$ cat src/rtl/ahb_sram_master.sv
// ahb_sram_master: AHB-lite single-transfer master that turns a valid/ready command stream into pipelined NONSEQ transfers.
// Rev 1.0
`default_nettype none

module ahb_sram_master #(
  parameter int HADDR_W = 32,
  parameter int HDATA_W = 32
) (
  input  logic               hclk,
  input  logic               hresetn,
  // command / response stream
  input  logic               cmd_valid,
  output logic               cmd_ready,
  input  logic               cmd_write,
  input  logic [2:0]         cmd_size,
  input  logic [HADDR_W-1:0] cmd_addr,
  input  logic [HDATA_W-1:0] cmd_wdata,
  output logic               rsp_valid,
  output logic               rsp_err,
  output logic [HDATA_W-1:0] rsp_rdata,
  // AHB-lite master side
  output logic               hsel,
  output logic               hwrite,
  output logic [1:0]         htrans,
  output logic [2:0]         hsize,
  output logic [HADDR_W-1:0] haddr,
  output logic [HDATA_W-1:0] hwdata,
  output logic               hready,
  input  logic [HDATA_W-1:0] hrdata,
  input  logic               hready_resp,
  input  logic [1:0]         hresp
);

  localparam logic [1:0] HTRANS_IDLE   = 2'b00;
  localparam logic [1:0] HTRANS_NONSEQ = 2'b10;
  localparam logic [1:0] HRESP_ERROR   = 2'b01;

  typedef enum logic [1:0] {
    ST_RUN  = 2'd0,
    ST_ERR1 = 2'd1,
    ST_ERR2 = 2'd2
  } state_e;

  state_e state_q, state_d;

  // address stage
  logic               as_valid_q, as_valid_d;
  logic               as_write_q, as_write_d;
  logic [1:0]         as_size_q,  as_size_d;
  logic [HADDR_W-1:0] as_addr_q,  as_addr_d;
  logic [HDATA_W-1:0] as_wdata_q, as_wdata_d;

  // data stage
  logic               ds_valid_q, ds_valid_d;
  logic               ds_write_q, ds_write_d;
  logic [1:0]         ds_size_q,  ds_size_d;
  logic [1:0]         ds_lane_q,  ds_lane_d;
  logic [HDATA_W-1:0] ds_wdata_q, ds_wdata_d;

  // response
  logic               rsp_valid_q, rsp_valid_d;
  logic               rsp_err_q,   rsp_err_d;
  logic [HDATA_W-1:0] rsp_rdata_q, rsp_rdata_d;

  logic               w_run;
  logic               w_advance;
  logic               w_accept;
  logic               w_ds_done;
  logic               w_resp_err;
  logic [1:0]         w_cmd_size;
  logic [HADDR_W-1:0] w_cmd_addr;
  logic [HDATA_W-1:0] w_cmd_wdata;
  logic [HDATA_W-1:0] w_rd_data;

  assign w_run      = (state_q == ST_RUN);
  assign w_advance  = hready_resp & w_run;
  assign cmd_ready  = w_advance & hresetn;
  assign w_accept   = cmd_valid & cmd_ready;
  assign w_ds_done  = ds_valid_q & hready_resp;
  assign w_resp_err = (hresp == HRESP_ERROR);

  // Size normalisation, address alignment and write-lane replication on entry.
  always_comb begin
    w_cmd_size  = (cmd_size > 3'd2) ? 2'd2 : cmd_size[1:0];
    w_cmd_addr  = cmd_addr;
    w_cmd_wdata = cmd_wdata;
    case (w_cmd_size)
      2'd0: w_cmd_wdata = {4{cmd_wdata[7:0]}};
      2'd1: begin
        w_cmd_addr[0] = 1'b0;
        w_cmd_wdata   = {2{cmd_wdata[15:0]}};
      end
      default: w_cmd_addr[1:0] = 2'b00;
    endcase
  end

  always_comb begin
    case (ds_size_q)
      2'd0:    w_rd_data = {{(HDATA_W-8){1'b0}},  8'(hrdata >> {ds_lane_q, 3'b000})};
      2'd1:    w_rd_data = {{(HDATA_W-16){1'b0}}, 16'(hrdata >> {ds_lane_q[1], 4'b0000})};
      default: w_rd_data = hrdata;
    endcase
  end

  always_comb begin
    state_d     = state_q;
    as_valid_d  = as_valid_q;
    as_write_d  = as_write_q;
    as_size_d   = as_size_q;
    as_addr_d   = as_addr_q;
    as_wdata_d  = as_wdata_q;
    ds_valid_d  = ds_valid_q;
    ds_write_d  = ds_write_q;
    ds_size_d   = ds_size_q;
    ds_lane_d   = ds_lane_q;
    ds_wdata_d  = ds_wdata_q;
    rsp_valid_d = 1'b0;
    rsp_err_d   = 1'b0;
    rsp_rdata_d = '0;

    case (state_q)
      ST_RUN:  if (ds_valid_q && w_resp_err && !hready_resp) state_d = ST_ERR1;
      ST_ERR1: if (hready_resp) state_d = ST_ERR2;
      ST_ERR2: state_d = ST_RUN;
      default: state_d = ST_RUN;
    endcase

    if (w_ds_done) begin
      rsp_valid_d = 1'b1;
      rsp_err_d   = w_resp_err;
      rsp_rdata_d = (ds_write_q || w_resp_err) ? '0 : w_rd_data;
    end

    // During an error the AS entry is held so the cancelled transfer can be re-issued.
    if (w_advance) begin
      ds_valid_d = as_valid_q;
      ds_write_d = as_write_q;
      ds_size_d  = as_size_q;
      ds_lane_d  = as_addr_q[1:0];
      ds_wdata_d = as_wdata_q;
      as_valid_d = w_accept;
      if (w_accept) begin
        as_write_d = cmd_write;
        as_size_d  = w_cmd_size;
        as_addr_d  = w_cmd_addr;
        as_wdata_d = w_cmd_wdata;
      end
    end else if (w_ds_done) begin
      ds_valid_d = 1'b0;
    end
  end

  always_ff @(posedge hclk or negedge hresetn) begin
    if (!hresetn) begin
      state_q     <= ST_RUN;
      as_valid_q  <= 1'b0;
      as_write_q  <= 1'b0;
      as_size_q   <= 2'd0;
      as_addr_q   <= '0;
      as_wdata_q  <= '0;
      ds_valid_q  <= 1'b0;
      ds_write_q  <= 1'b0;
      ds_size_q   <= 2'd0;
      ds_lane_q   <= 2'd0;
      ds_wdata_q  <= '0;
      rsp_valid_q <= 1'b0;
      rsp_err_q   <= 1'b0;
      rsp_rdata_q <= '0;
    end else begin
      state_q     <= state_d;
      as_valid_q  <= as_valid_d;
      as_write_q  <= as_write_d;
      as_size_q   <= as_size_d;
      as_addr_q   <= as_addr_d;
      as_wdata_q  <= as_wdata_d;
      ds_valid_q  <= ds_valid_d;
      ds_write_q  <= ds_write_d;
      ds_size_q   <= ds_size_d;
      ds_lane_q   <= ds_lane_d;
      ds_wdata_q  <= ds_wdata_d;
      rsp_valid_q <= rsp_valid_d;
      rsp_err_q   <= rsp_err_d;
      rsp_rdata_q <= rsp_rdata_d;
    end
  end

  assign htrans    = (as_valid_q && w_run) ? HTRANS_NONSEQ : HTRANS_IDLE;
  assign hsel      = as_valid_q & w_run;
  assign hwrite    = as_write_q;
  assign hsize     = {1'b0, as_size_q};
  assign haddr     = as_addr_q;
  assign hwdata    = ds_wdata_q;
  assign hready    = hready_resp;
  assign rsp_valid = rsp_valid_q;
  assign rsp_err   = rsp_err_q;
  assign rsp_rdata = rsp_rdata_q;

endmodule

`default_nettype wire

$ cat config.mk
export PLATFORM = sky130hd
export DESIGN_NAME = ahb_sram_master
export DESIGN_NICKNAME = d
export VERILOG_FILES = /design/src/rtl/ahb_sram_master.sv
export SDC_FILE = /design/constraint.sdc
export NUM_CORES = 1
export LEC_CHECK = 0
export CORE_MARGIN = 5
export CORE_UTILIZATION = 40
export CTS_BUF_LIST = sky130_fd_sc_hd__clkbuf_8
export DETAILED_ROUTE_END_ITERATION = 10
export PLACE_DENSITY = 0.82
export SYNTH_ARGS = -nofsm -noshare
export SYNTH_HDL_FRONTEND = slang
export SYNTH_SLANG_ARGS = --single-unit
export TNS_END_PERCENT = 5
$ cat constraint.sdc
create_clock -name hclk -period 1.62 [get_ports hclk]
set_clock_uncertainty 0.05 [all_clocks]
set_input_delay 0.324 -clock hclk [delete_from_list [all_inputs] [get_ports hclk]]
set_output_delay 0.324 -clock hclk [all_outputs]
set_load 0.05 [all_outputs]
Word level (Yosys, flattened, before mapping)
Cells that the tools add are included.
{"block": "word_totals", "reg_bits": 142, "input_bits": 106, "output_inout_bits": 107, "elab_cells": 55}
{"block": "op_classes", "bitwise_logic": 5, "shifts": 2, "mux": 15, "n_reduce_logical": 12, "magnitude_cmp": 1, "eq_ne": 6}
{"cell": "32-bit case mux with 2 select lines", "count": 2}
{"cell": "32-bit two-way mux", "count": 2}
{"cell": "32-bit by 5-bit right shift with 16-bit output", "count": 1}
{"cell": "32-bit by 5-bit right shift with 8-bit output", "count": 1}
{"cell": "2-bit by 1-bit == test with 1-bit output (second input constant)", "count": 4}
{"cell": "2-bit two-way mux", "count": 4}
{"cell": "2-bit zero test", "count": 3}
{"cell": "1-bit two-way mux", "count": 6}
{"cell": "1-bit bitwise AND", "count": 5}
{"cell": "2-bit case mux with 2 select lines", "count": 1}
{"cell": "2-bit AND reduction", "count": 2}
{"cell": "3-bit by 2-bit > comparator with 1-bit output (second input constant)", "count": 1}
{"cell": "1-bit logical AND", "count": 3}
{"cell": "2-bit by 1-bit inequality test with 1-bit output (second input constant)", "count": 1}
{"cell": "2-bit inequality test (second input constant)", "count": 1}
{"cell": "2-bit nonzero test", "count": 1}
{"cell": "2-bit OR reduction", "count": 1}
{"cell": "1-bit zero test", "count": 1}
{"cell": "1-bit logical OR", "count": 1}

Longest topological paths before layout
Gate-level depths: netlist (run 1).
{"block": "depth", "word_depth": 5, "depth_mapped": 6, "depth_no_buf": 4}

Worst setup path after synthesis (run 1)
Ideal clock, no wire load.
{"block": "synth_path", "path_type": "reg2out", "from": "reg state_q[1]", "to": "out htrans[1]", "required_time_ns": 1.246, "path_stages_with_launch": 3, "path_buffers": 1, "setup_slack_ns": -0.716, "arrival_ns": 1.962, "path_cell_list": "dfrtp_1 > nor3_1 > buf_4"}
{"block": "synth_via", "elab_chain_len": 3}
{"item": "start, declared", "line_no": "44", "source": "state_e state_q, state_d;"}
{"item": "start signal, assigned", "line_no": "170", "source": "state_q <= state_d;"}
{"item": "2-bit zero test", "line_no": "75", "source": "assign w_run = (state_q == ST_RUN);"}
{"item": "1-bit logical AND", "line_no": "187", "source": "assign htrans = (as_valid_q && w_run) ? HTRANS_NONSEQ : HTRANS_IDLE;"}
{"item": "2-bit two-way mux", "line_no": "187"}
{"item": "end, declared", "line_no": "24", "source": "output logic [1:0] htrans,"}
No other way between the ends.

Worst setup path after layout (run 1)
{"block": "layout_path", "from": "reg state_q[1]", "to": "out cmd_ready"}
{"block": "layout_via", "elab_chain_len": 3}
{"item": "2-bit zero test", "line_no": "75"}
{"item": "1-bit bitwise AND", "line_no": "76", "source": "assign w_advance = hready_resp & w_run;"}
{"item": "1-bit bitwise AND", "line_no": "77", "source": "assign cmd_ready = w_advance & hresetn;"}
{"item": "end, declared", "line_no": "13", "source": "output logic cmd_ready,"}
No other way between the ends.

==> results.json, run 1 <==
{
  "drive_gt1_frac": 0.317,
  "num_vias": 4935,
  "layout_commonest_cell": "nand2_1",
  "grt_usage": 0.210,
  "max_stage_delay_ns": 0.42,
  "tritoncts": "built",
  "clock-root-buffer": "clkbuf_8",
  "clk_pin_slew_ns": 0.09,
  "fmax_ghz": 0.526,
  "ioPinCount": 213,
  "synth_cell_types": 29,
  "cts_htree_levels": 4,
  "seq_area_sq_um": 3550,
  "initial_core_util": 0.404,
  "ys.warnings.count": 0,
  "drt-initial-drc-count": 270,
  "avgSynthCellArea_sq_um": 11.1,
  "clkLatencyLatePin_ns": 0.44,
  "routed_wl_mm": 17.8,
  "post-place-ws_ns": -0.388,
  "die-area_sq_um": 17000,
  "worst-setup-path-type": "reg2out",
  "antenna_found_initial": 0,
  "synth_top_area_frac": 0.612,
  "place_area_sq_um": 9140,
  "fillers": 1060,
  "maxSlewViolCount": 0,
  "wl_per_cell_microns": 18.4,
  "synth_area_leaders": "dfrtp_1, nand2_1, mux2_2",
  "area_growth_pct": 66.6,
  "core.rowCount": 44,
  "grt-ovfl-total": 0,
  "portBuffers": 210,
  "synth_top_cell_by_area": "dfrtp_1",
  "hp-class": "in2async",
  "die_x_microns": 130,
  "postRouteAntennaNets": 0,
  "min_period_ns": 1.90,
  "worstSetupEndpointType": "output pin",
  "max_cap_viol_count": 0,
  "ys_ff_latch": 142,
  "drcViolationCount": 0,
  "critPathSlowestCell": "dfrtp_1",
  "multi_input_area_sq_um": 2100,
  "hpwl_mm": 13.3,
  "clock_path_buffers": 2,
  "synth_area_sq_um": 5800,
  "status": "finished with violations",
  "setup_viol": 64,
  "p_per_area_nw_per_um2": 1310,
  "synth_seq_area_share": 0.612,
  "gp_congestion": 0.836,
  "finalCritPeriodShare": 1.17,
  "vias_per_cell": 5.10,
  "start_kind": "flip-flop",
  "cp.arrival_ns": 1.53,
  "cp_max_fo": 2,
  "whs_ns": -0.118,
  "p_leak_nw": 4.64,
  "setup_slack_ns": -0.281,
  "hold_viol_final": 142,
  "stdcell_area_sq_um": 9670,
  "critPathRequiredTime_ns": 1.25,
  "fin_nets": 876,
  "cts_buffers": 17,
  "clkSinkCount": 142,
  "grt_start_max_net_pins": 74,
  "tns_ns": -2.70,
  "vdd_ir_drop_max_uv": 940,
  "drt-pass1-iter-count": 5,
  "syn_inst": 524,
  "violations": "negative hold slack, negative setup slack",
  "design.core.area_sq_um": 14400,
  "cp_common_cell": "buf_12",
  "grt_pass1_vias": 5277,
  "grt_pass1_wl_mm": 27.3,
  "insertedDiodeCount": 0,
  "rsz0062_at_grt": "yes",
  "path_cells": "nor3b_4 > buf_12 > and2_4 > buf_12",
  "dieHeight_microns": 130,
  "final_cell_mix": "nand2_1, dfrtp_1, clkdlybuf4s50_1, buf_12, buf_4"
}
[layer usage]
layer,share of wire,up-vias,GRT usage
li1,-,2250,-
met1,0.37,2433,0.238
met2,0.51,232,0.371
met3,0.098,20,0.0752
met4,0.014,0,0.0647
met5,0,-,0
[cell usage after synthesis (all sizes together)]
master,count
a21oi,1
mux2i,24
nor3,5
and2,1
a22oi,8
buf,27
mux2,45
nand3,4
inv,2
nor2,18
nor2b,5
conb,1
clkinv,1
o21ai,35
dfrtp,142
clkbuf,10
nand2,159
and3,17
a22o,8
or3,1
a222oi,8
o21bai,1
nor3b,1
[worst paths after layout]
check | startpoint | endpoint | slack (ns) | cells after the start
hold reg to reg | as_wdata_q[0] | as_wdata_q[0] | 0.43 | 2
setup reg to reg | state_q[1] | as_wdata_q[17] | -0.08 | 7
setup / recovery | state_q[1] | cmd_ready | -0.28 | 4
hold / removal | hresetn | as_wdata_q[14] | -0.12 | 2
max in group asynchronous | hresetn | haddr[24] | 1.34 | 2
min in group hclk | cmd_addr[3] | haddr[3] | 0.36 | 3
[power breakdown]
group,total [W],switching [W],internal (W)
clock network,0.00308,0.00136,0.00172
registers,0.00473,0.000586,0.00415
logic,0.00482,0.00248,0.00234
[stage by stage]
| stage | std cells | total power [W] | util |
|---|---|---|---|
| after floorplan | 525 | 0.00686 | - |
| after global placement | 931 | 0.00949 | 0.636 |
| after detailed placement | 931 | 0.00962 | 0.636 |
| after CTS | 965 | 0.0127 | 0.668 |
| after global routing | 967 | 0.0132 | 0.673 |
| final | 967 | 0.0126 | 0.673 |
[what timing repair did]
item,CTS,global route
pin swaps,3,2
buffers inserted,2,0
endpoints found under the setup margin,3,109
endpoints found under the hold margin,142,142
gates cloned,0,2
gates resized for setup,3,9
[state kept, by name, summed over array words and instances (netlist names)]
register    flops
rsp_rdata      32
ds_write_q      1
haddr          32
as_size_q       2
ds_size_q       2
rsp_valid       1
ds_valid_q      1
as_wdata_q     32
rsp_err         1
as_valid_q      1
state_q         2
ds_lane_q       2
hwdata         32
hwrite          1
[worst max-delay path, delay by kind of cell (launching register included)]
family,cells,cell delay (ns)
flip-flops,1,0.42
AND/OR/NAND/NOR,2,0.41
buffers and inverters,2,0.27
[logic make-up after synthesis]
kind of cell / share of synthesized area
multiplexers: 0.129
AND/OR/NAND/NOR: 0.155
other: 0.000646
buffers and inverters: 0.0347
AO/OA/AOI/OAI: 0.0686
flip-flops: 0.612
[layout make-up]
type,count,share of cell area
flip-flops and latches,142,0.368
repair buffers,263,0.345
multi-input cells,343,0.217
clock buffers,18,0.0256
well taps,184,0.0238
clock inverters,14,0.0198
inverters,3,0.00116
Note: power is estimated with default switching activity, not from simulation.
==> run 2: changes to the inputs <==
--- a/config.mk
+++ b/config.mk
@@ -5,11 +5,13 @@
 export SDC_FILE = /design/constraint.sdc
 export NUM_CORES = 1
 export LEC_CHECK = 0
+export CORE_ASPECT_RATIO = 1.5
 export CORE_MARGIN = 5
-export CORE_UTILIZATION = 40
+export CORE_UTILIZATION = 25
 export CTS_BUF_LIST = sky130_fd_sc_hd__clkbuf_8
+export CTS_CLUSTER_SIZE = 28
 export DETAILED_ROUTE_END_ITERATION = 10
-export PLACE_DENSITY = 0.82
+export PLACE_DENSITY = 0.59
 export SYNTH_ARGS = -nofsm -noshare
 export SYNTH_HDL_FRONTEND = slang
 export SYNTH_SLANG_ARGS = --single-unit
==> run 2 against run 1 <==
  * The flow still finishes with violations (negative hold slack, negative setup slack)
  * Setup slack better by 0.022 ns
  * Critical path type unchanged
  * Largest power group unchanged
  * Clock power fell by 9.4%
  * Final area up 4.3%
  * Power decreased by 0.13%
  * Die area up 55%
  * Sequential power is essentially flat
  * Sequential share of layout area decreased by 1.5 points
  * Routed wire length grew 8.9%
  * Hold slack worse by 0.045 ns
==> results.json, run 2 (synthesized netlist as in run 1, its figures left out) <==
{
  "status": "finished with violations",
  "violations": "negative hold slack, negative setup slack",
  "clk_pin_slew_ns": 0.08,
  "vias_per_cell": 4.39,
  "clock-root-buffer": "clkbuf_8",
  "grt_start_max_net_pins": 71,
  "worstSetupEndpointType": "output pin",
  "finalCritPeriodShare": 1.16,
  "setup_slack_ns": -0.258,
  "clkSinkCount": 142,
  "hold_viol_final": 142,
  "fin_nets": 887,
  "cp_common_cell": "buf_12",
  "postRouteAntennaNets": 0,
  "fillers": 2165,
  "wl_per_cell_microns": 18.0,
  "grt_pass1_wl_mm": 28.2,
  "hp-class": "in2async",
  "hpwl_mm": 13.9,
  "final_cell_mix": "nand2_1, dfrtp_1, clkdlybuf4s50_1, buf_12, buf_4",
  "die_x_microns": 134,
  "whs_ns": -0.163,
  "cp.arrival_ns": 1.50,
  "place_area_sq_um": 9360,
  "design.core.area_sq_um": 23000,
  "critPathSlowestCell": "dfrtp_1",
  "p_leak_nw": 4.83,
  "drt-initial-drc-count": 188,
  "seq_area_sq_um": 3550,
  "dieHeight_microns": 197,
  "tns_ns": -9.79,
  "max_cap_viol_count": 0,
  "ioPinCount": 213,
  "maxSlewViolCount": 0,
  "grt_pass1_vias": 4898,
  "start_kind": "flip-flop",
  "clock_path_buffers": 2,
  "vdd_ir_drop_max_uv": 751,
  "grt-ovfl-total": 0,
  "cts_buffers": 17,
  "initial_core_util": 0.253,
  "drt-pass1-iter-count": 7,
  "p_per_area_nw_per_um2": 1250,
  "gp_congestion": 0.789,
  "multi_input_area_sq_um": 2260,
  "critPathRequiredTime_ns": 1.25,
  "drcViolationCount": 0,
  "drive_gt1_frac": 0.338,
  "rsz0062_at_grt": "yes",
  "path_cells": "nor3b_4 > buf_12 > and2_4 > buf_12",
  "die-area_sq_um": 26400,
  "stdcell_area_sq_um": 10100,
  "area_growth_pct": 73.8,
  "fmax_ghz": 0.532,
  "num_vias": 4716,
  "min_period_ns": 1.88,
  "worst-setup-path-type": "reg2out",
  "cts_htree_levels": 4,
  "insertedDiodeCount": 0,
  "clkLatencyLatePin_ns": 0.44,
  "setup_viol": 106,
  "cp_max_fo": 2,
  "tritoncts": "built",
  "grt_usage": 0.140,
  "antenna_found_initial": 1,
  "portBuffers": 210,
  "core.rowCount": 68,
  "routed_wl_mm": 19.3,
  "layout_commonest_cell": "nand2_1",
  "max_stage_delay_ns": 0.41
}
==> run 2: changes by cell type in the layout (fill, tap and decap cells not counted), sizes merged <==
cell      delta
clkinvlp     +1
clkinv       -2
buf         +10
bufinv       -2
inv          +4
==> run 2: stage by stage <==
step,hold WS (ns),power (W),std cells,setup slack [ns],utilization
after floorplan,-0.0216,0.00686,525,-0.129,-
after global placement,0.362,0.00966,1032,-0.295,0.408
final,-0.163,0.0126,1074,-0.258,0.439
after global routing,-0.128,0.0132,1074,-0.340,0.439
after detailed placement,0.365,0.00970,1032,-0.294,0.408
after CTS,-0.147,0.0126,1066,-0.320,0.425
==> run 2: where the power goes <==
part | internal [W] | total, W | switching [W]
sequential | 0.00415 | 0.00475 | 0.000601
combinational | 0.00257 | 0.00509 | 0.00252
clock | 0.00136 | 0.00279 | 0.00143
==> run 2: worst paths after layout <==
check	cells after the start	endpoint	from	slack (ns)
setup / recovery	4	cmd_ready	state_q[0]	-0.26
hold / removal	2	hwdata[10]	hresetn	-0.16
setup reg to reg	7	hwdata[8]	state_q[0]	-0.16
hold reg to reg	2	as_wdata_q[5]	as_wdata_q[5]	0.43
max in group asynchronous	2	rsp_rdata[4]	hresetn	1.24
min in group hclk	3	haddr[18]	cmd_addr[18]	0.34
==> run 2: per-layer routing <==
layer	global-route usage	vias up	part of all wire
li1	-	2271	-
met1	0.150	2282	0.38
met2	0.253	140	0.54
met3	0.0442	21	0.063
met4	0.0596	2	0.019
met5	0	-	0.00057
==> run 2: area by class of cell <==
class,count,share of cell area
clock buffers,17,0.0232
clock inverters,15,0.0145
inverters,3,0.00112
multi-input cells,343,0.224
flip-flops and latches,142,0.352
well taps,280,0.0347
repair buffers,274,0.350
==> run 2: repair_timing <==
item                                    CTS  global route
gates resized for setup                   4            64
cloned                                    0             4
endpoints found under the setup margin    3           106
hold endpoints to repair                142           142
pin swaps                                 2             2
buffers inserted                          2             4
==> run 2: worst max-delay path, delay by kind of cell (launching register included) <==
| family | cells | cell delay (ns) |
|---|---|---|
| buffers and inverters | 2 | 0.26 |
| DFF | 1 | 0.41 |
| and+or+nand+nor | 2 | 0.38 |
==> run 3: changes to the inputs <==
--- a/config.mk
+++ b/config.mk
@@ -12,6 +12,7 @@
 export CTS_CLUSTER_SIZE = 28
 export DETAILED_ROUTE_END_ITERATION = 10
 export PLACE_DENSITY = 0.59
+export SKIP_LAST_GASP = 1
 export SYNTH_ARGS = -nofsm -noshare
 export SYNTH_HDL_FRONTEND = slang
 export SYNTH_SLANG_ARGS = --single-unit
==> constraint.sdc (replaced) <==
create_clock -name hclk -period 1.85 [get_ports hclk]
set_clock_uncertainty 0.05 [all_clocks]
set_input_delay 0.37 -clock hclk [delete_from_list [all_inputs] [get_ports hclk]]
set_output_delay 0.37 -clock hclk [all_outputs]
set_load 0.05 [all_outputs]
==> run 3 against run 2 <==
  * The flow finishes with violations (negative setup slack)
  * Sequential share of layout area rose by 5.2 points
  * Count of clock-buffer cells in the layout is 2 higher
  * Critical path depth stayed put
  * Die area is the same
  * Flip-flop and latch count unchanged
  * Register-to-register slack better by 0.35 ns
  * Setup slack improved by 0.18 ns
  * Power fell by 21%
  * Non-clock buffer count shrank 18
  * Routed wire length down 6.2%
  * Hold slack better by 0.41 ns
  * Cell count is 1.7% lower
==> results.json, run 3 (synthesized netlist as in run 1, its figures left out) <==
{
  "status": "finished with violations",
  "violations": "negative setup slack",
  "p_per_area_nw_per_um2": 1140,
  "grt_start_max_net_pins": 59,
  "drt-pass1-iter-count": 8,
  "placed_cells": 1017,
  "grt.met1_usage": 0.152,
  "finalCritPeriodShare": 1.04,
  "cts_buffers": 17,
  "clock_path_buffers": 2,
  "initial_core_util": 0.253,
  "p_int_w": 0.00638,
  "layout_commonest_cell": "nand2_1",
  "power_frac_comb": 0.336,
  "hp-class": "in2async",
  "p_leak_nw": 4.33,
  "rsz0062_at_grt": "yes",
  "switching_power_w": 0.00365,
  "worst-setup-path-type": "reg2out",
  "met2_usage": 0.248,
  "clkSinkCount": 142,
  "clkLatencyLatePin_ns": 0.44,
  "grt_usage": 0.138,
  "tightest_slew_ns": 0.736,
  "die-area_sq_um": 26400,
  "drt-initial-drc-count": 185,
  "setup_viol": 3,
  "drcViolationCount": 0,
  "final_cell_mix": "nand2_1, dfrtp_1, buf_4, clkdlybuf4s50_1, mux2_2",
  "design.core.area_sq_um": 23000,
  "maxSlewViolCount": 0,
  "max_cap_viol_count": 0,
  "core.rowCount": 68,
  "hold_viol_final": 0,
  "fmax_ghz": 0.517,
  "postRouteAntennaNets": 0,
  "slew-limit-headroom": 0.509,
  "tritoncts": "built",
  "cp_max_fo": 2,
  "ioPinCount": 213,
  "top_usage_layer": "met2",
  "portBuffers": 210,
  "critPathTopFamily": "flip-flops",
  "clk_pin_slew_ns": 0.08,
  "path_buf_inv": 2,
  "drive_gt1_frac": 0.305,
  "critPathSlowestCell": "dfrtp_2",
  "seqPwrFrac": 0.392,
  "min_period_ns": 1.93,
  "critPathRequiredTime_ns": 1.43,
  "cts_htree_levels": 4,
  "clock-root-buffer": "clkbuf_8",
  "vdd_ir_drop_max_uv": 488,
  "cp.arrival_ns": 1.51,
  "hpwl_mm": 13.5,
  "num_vias": 4694,
  "wl_per_cell_microns": 17.2,
  "swShare": 0.364,
  "grt_pass1_wl_mm": 27.9,
  "max_stage_delay_ns": 0.43,
  "clock_power_share": 0.271,
  "start_kind": "flip-flop",
  "grtUsageMet3": 0.0370,
  "grt-ovfl-total": 0,
  "worstSetupEndpointType": "output pin",
  "final_cells": 1056,
  "setup_slack_ns": -0.0825,
  "path_cells": "nor3b_4 > buf_6 > and2_4 > buf_12",
  "vias_per_cell": 4.45,
  "area_growth_pct": 51.6,
  "fin_nets": 869,
  "antenna_found_initial": 1,
  "dieHeight_microns": 197,
  "grt_pass1_vias": 4845,
  "die_x_microns": 134,
  "p_total_w": 0.0100,
  "routed_wl_mm": 18.1,
  "gp_congestion": 0.800
}
run 3: cell types whose count changed in the layout (fill, tap and decap cells not counted), sizes merged:
cell / before / now
buf: 167 / 151
bufinv: 2 / 4
clkbuf: 20 / 19
clkinvlp: 5 / 1
diode: 0 / 1
dlygate4sd3: 0 / 1
inv: 7 / 6
run 3: cell type report:
cell class | count | area [sq um]
antenna | 1 | 2.50
clock buffer | 19 | 262
clock inverter | 12 | 170
fill | 2338 | 14200
inverter | 3 | 11.3
multi-input combinational | 343 | 2090
sequential | 142 | 3560
tap | 280 | 350
timing repair buffer | 256 | 2350
run 3: through the flow:
step	util	cell area [sq um]	setup slack, ns	TNS, ns	hold WS, ns
after floorplan	-	5820	0.0551	0	0.0244
after global placement	0.361	8300	-0.163	-11.06	0.139
after detailed placement	0.361	8300	-0.160	-12.22	0.137
after CTS	0.383	8790	-0.162	-0.399	0.197
after global routing	0.383	8800	-0.177	-0.488	0.219
final	0.383	8800	-0.0825	-0.198	0.250
run 3: metal layers:
| metal | share of wire | vias to the layer above |
|---|---|---|
| met5 | 0 | - |
| met4 | 0.027 | 0 |
| met3 | 0.060 | 26 |
| met2 | 0.53 | 167 |
| met1 | 0.38 | 2267 |
| li1 | - | 2234 |
run 3: path summary, 6_finish.rpt:
check                              startpoint  slack, ns  cells past startpoint              to
worst max-delay path               state_q[0]      -0.08                      4       cmd_ready
min in group hclk                cmd_addr[18]       0.39                      3       haddr[18]
worst min register to register  as_wdata_q[5]       0.42                      2   as_wdata_q[5]
worst min-delay path                  hresetn       0.25                      2  as_wdata_q[24]
worst max register to register     state_q[0]       0.19                      7        haddr[3]
max in group asynchronous             hresetn       0.55                      3   rsp_rdata[24]
run 3: power groups by stage:
stage	logic (W)	clock network, W	registers [W]
floorplan	0.000805	0	0.00521
global placement	0.00337	0	0.00400
detailed placement	0.00340	0	0.00401
CTS	0.00342	0.00284	0.00395
global route	0.00357	0.00295	0.00401
finish	0.00337	0.00272	0.00394
run 3: what timing repair did:
action                                 in CTS  in global routing
cloned                                      0                  0
pin swaps                                   2                  0
endpoints found under the hold margin      84                  0
hold buffers                                1                  0
resized for setup                           4                  0
setup endpoints to repair                   3                  3
setup buffers                               6                  0
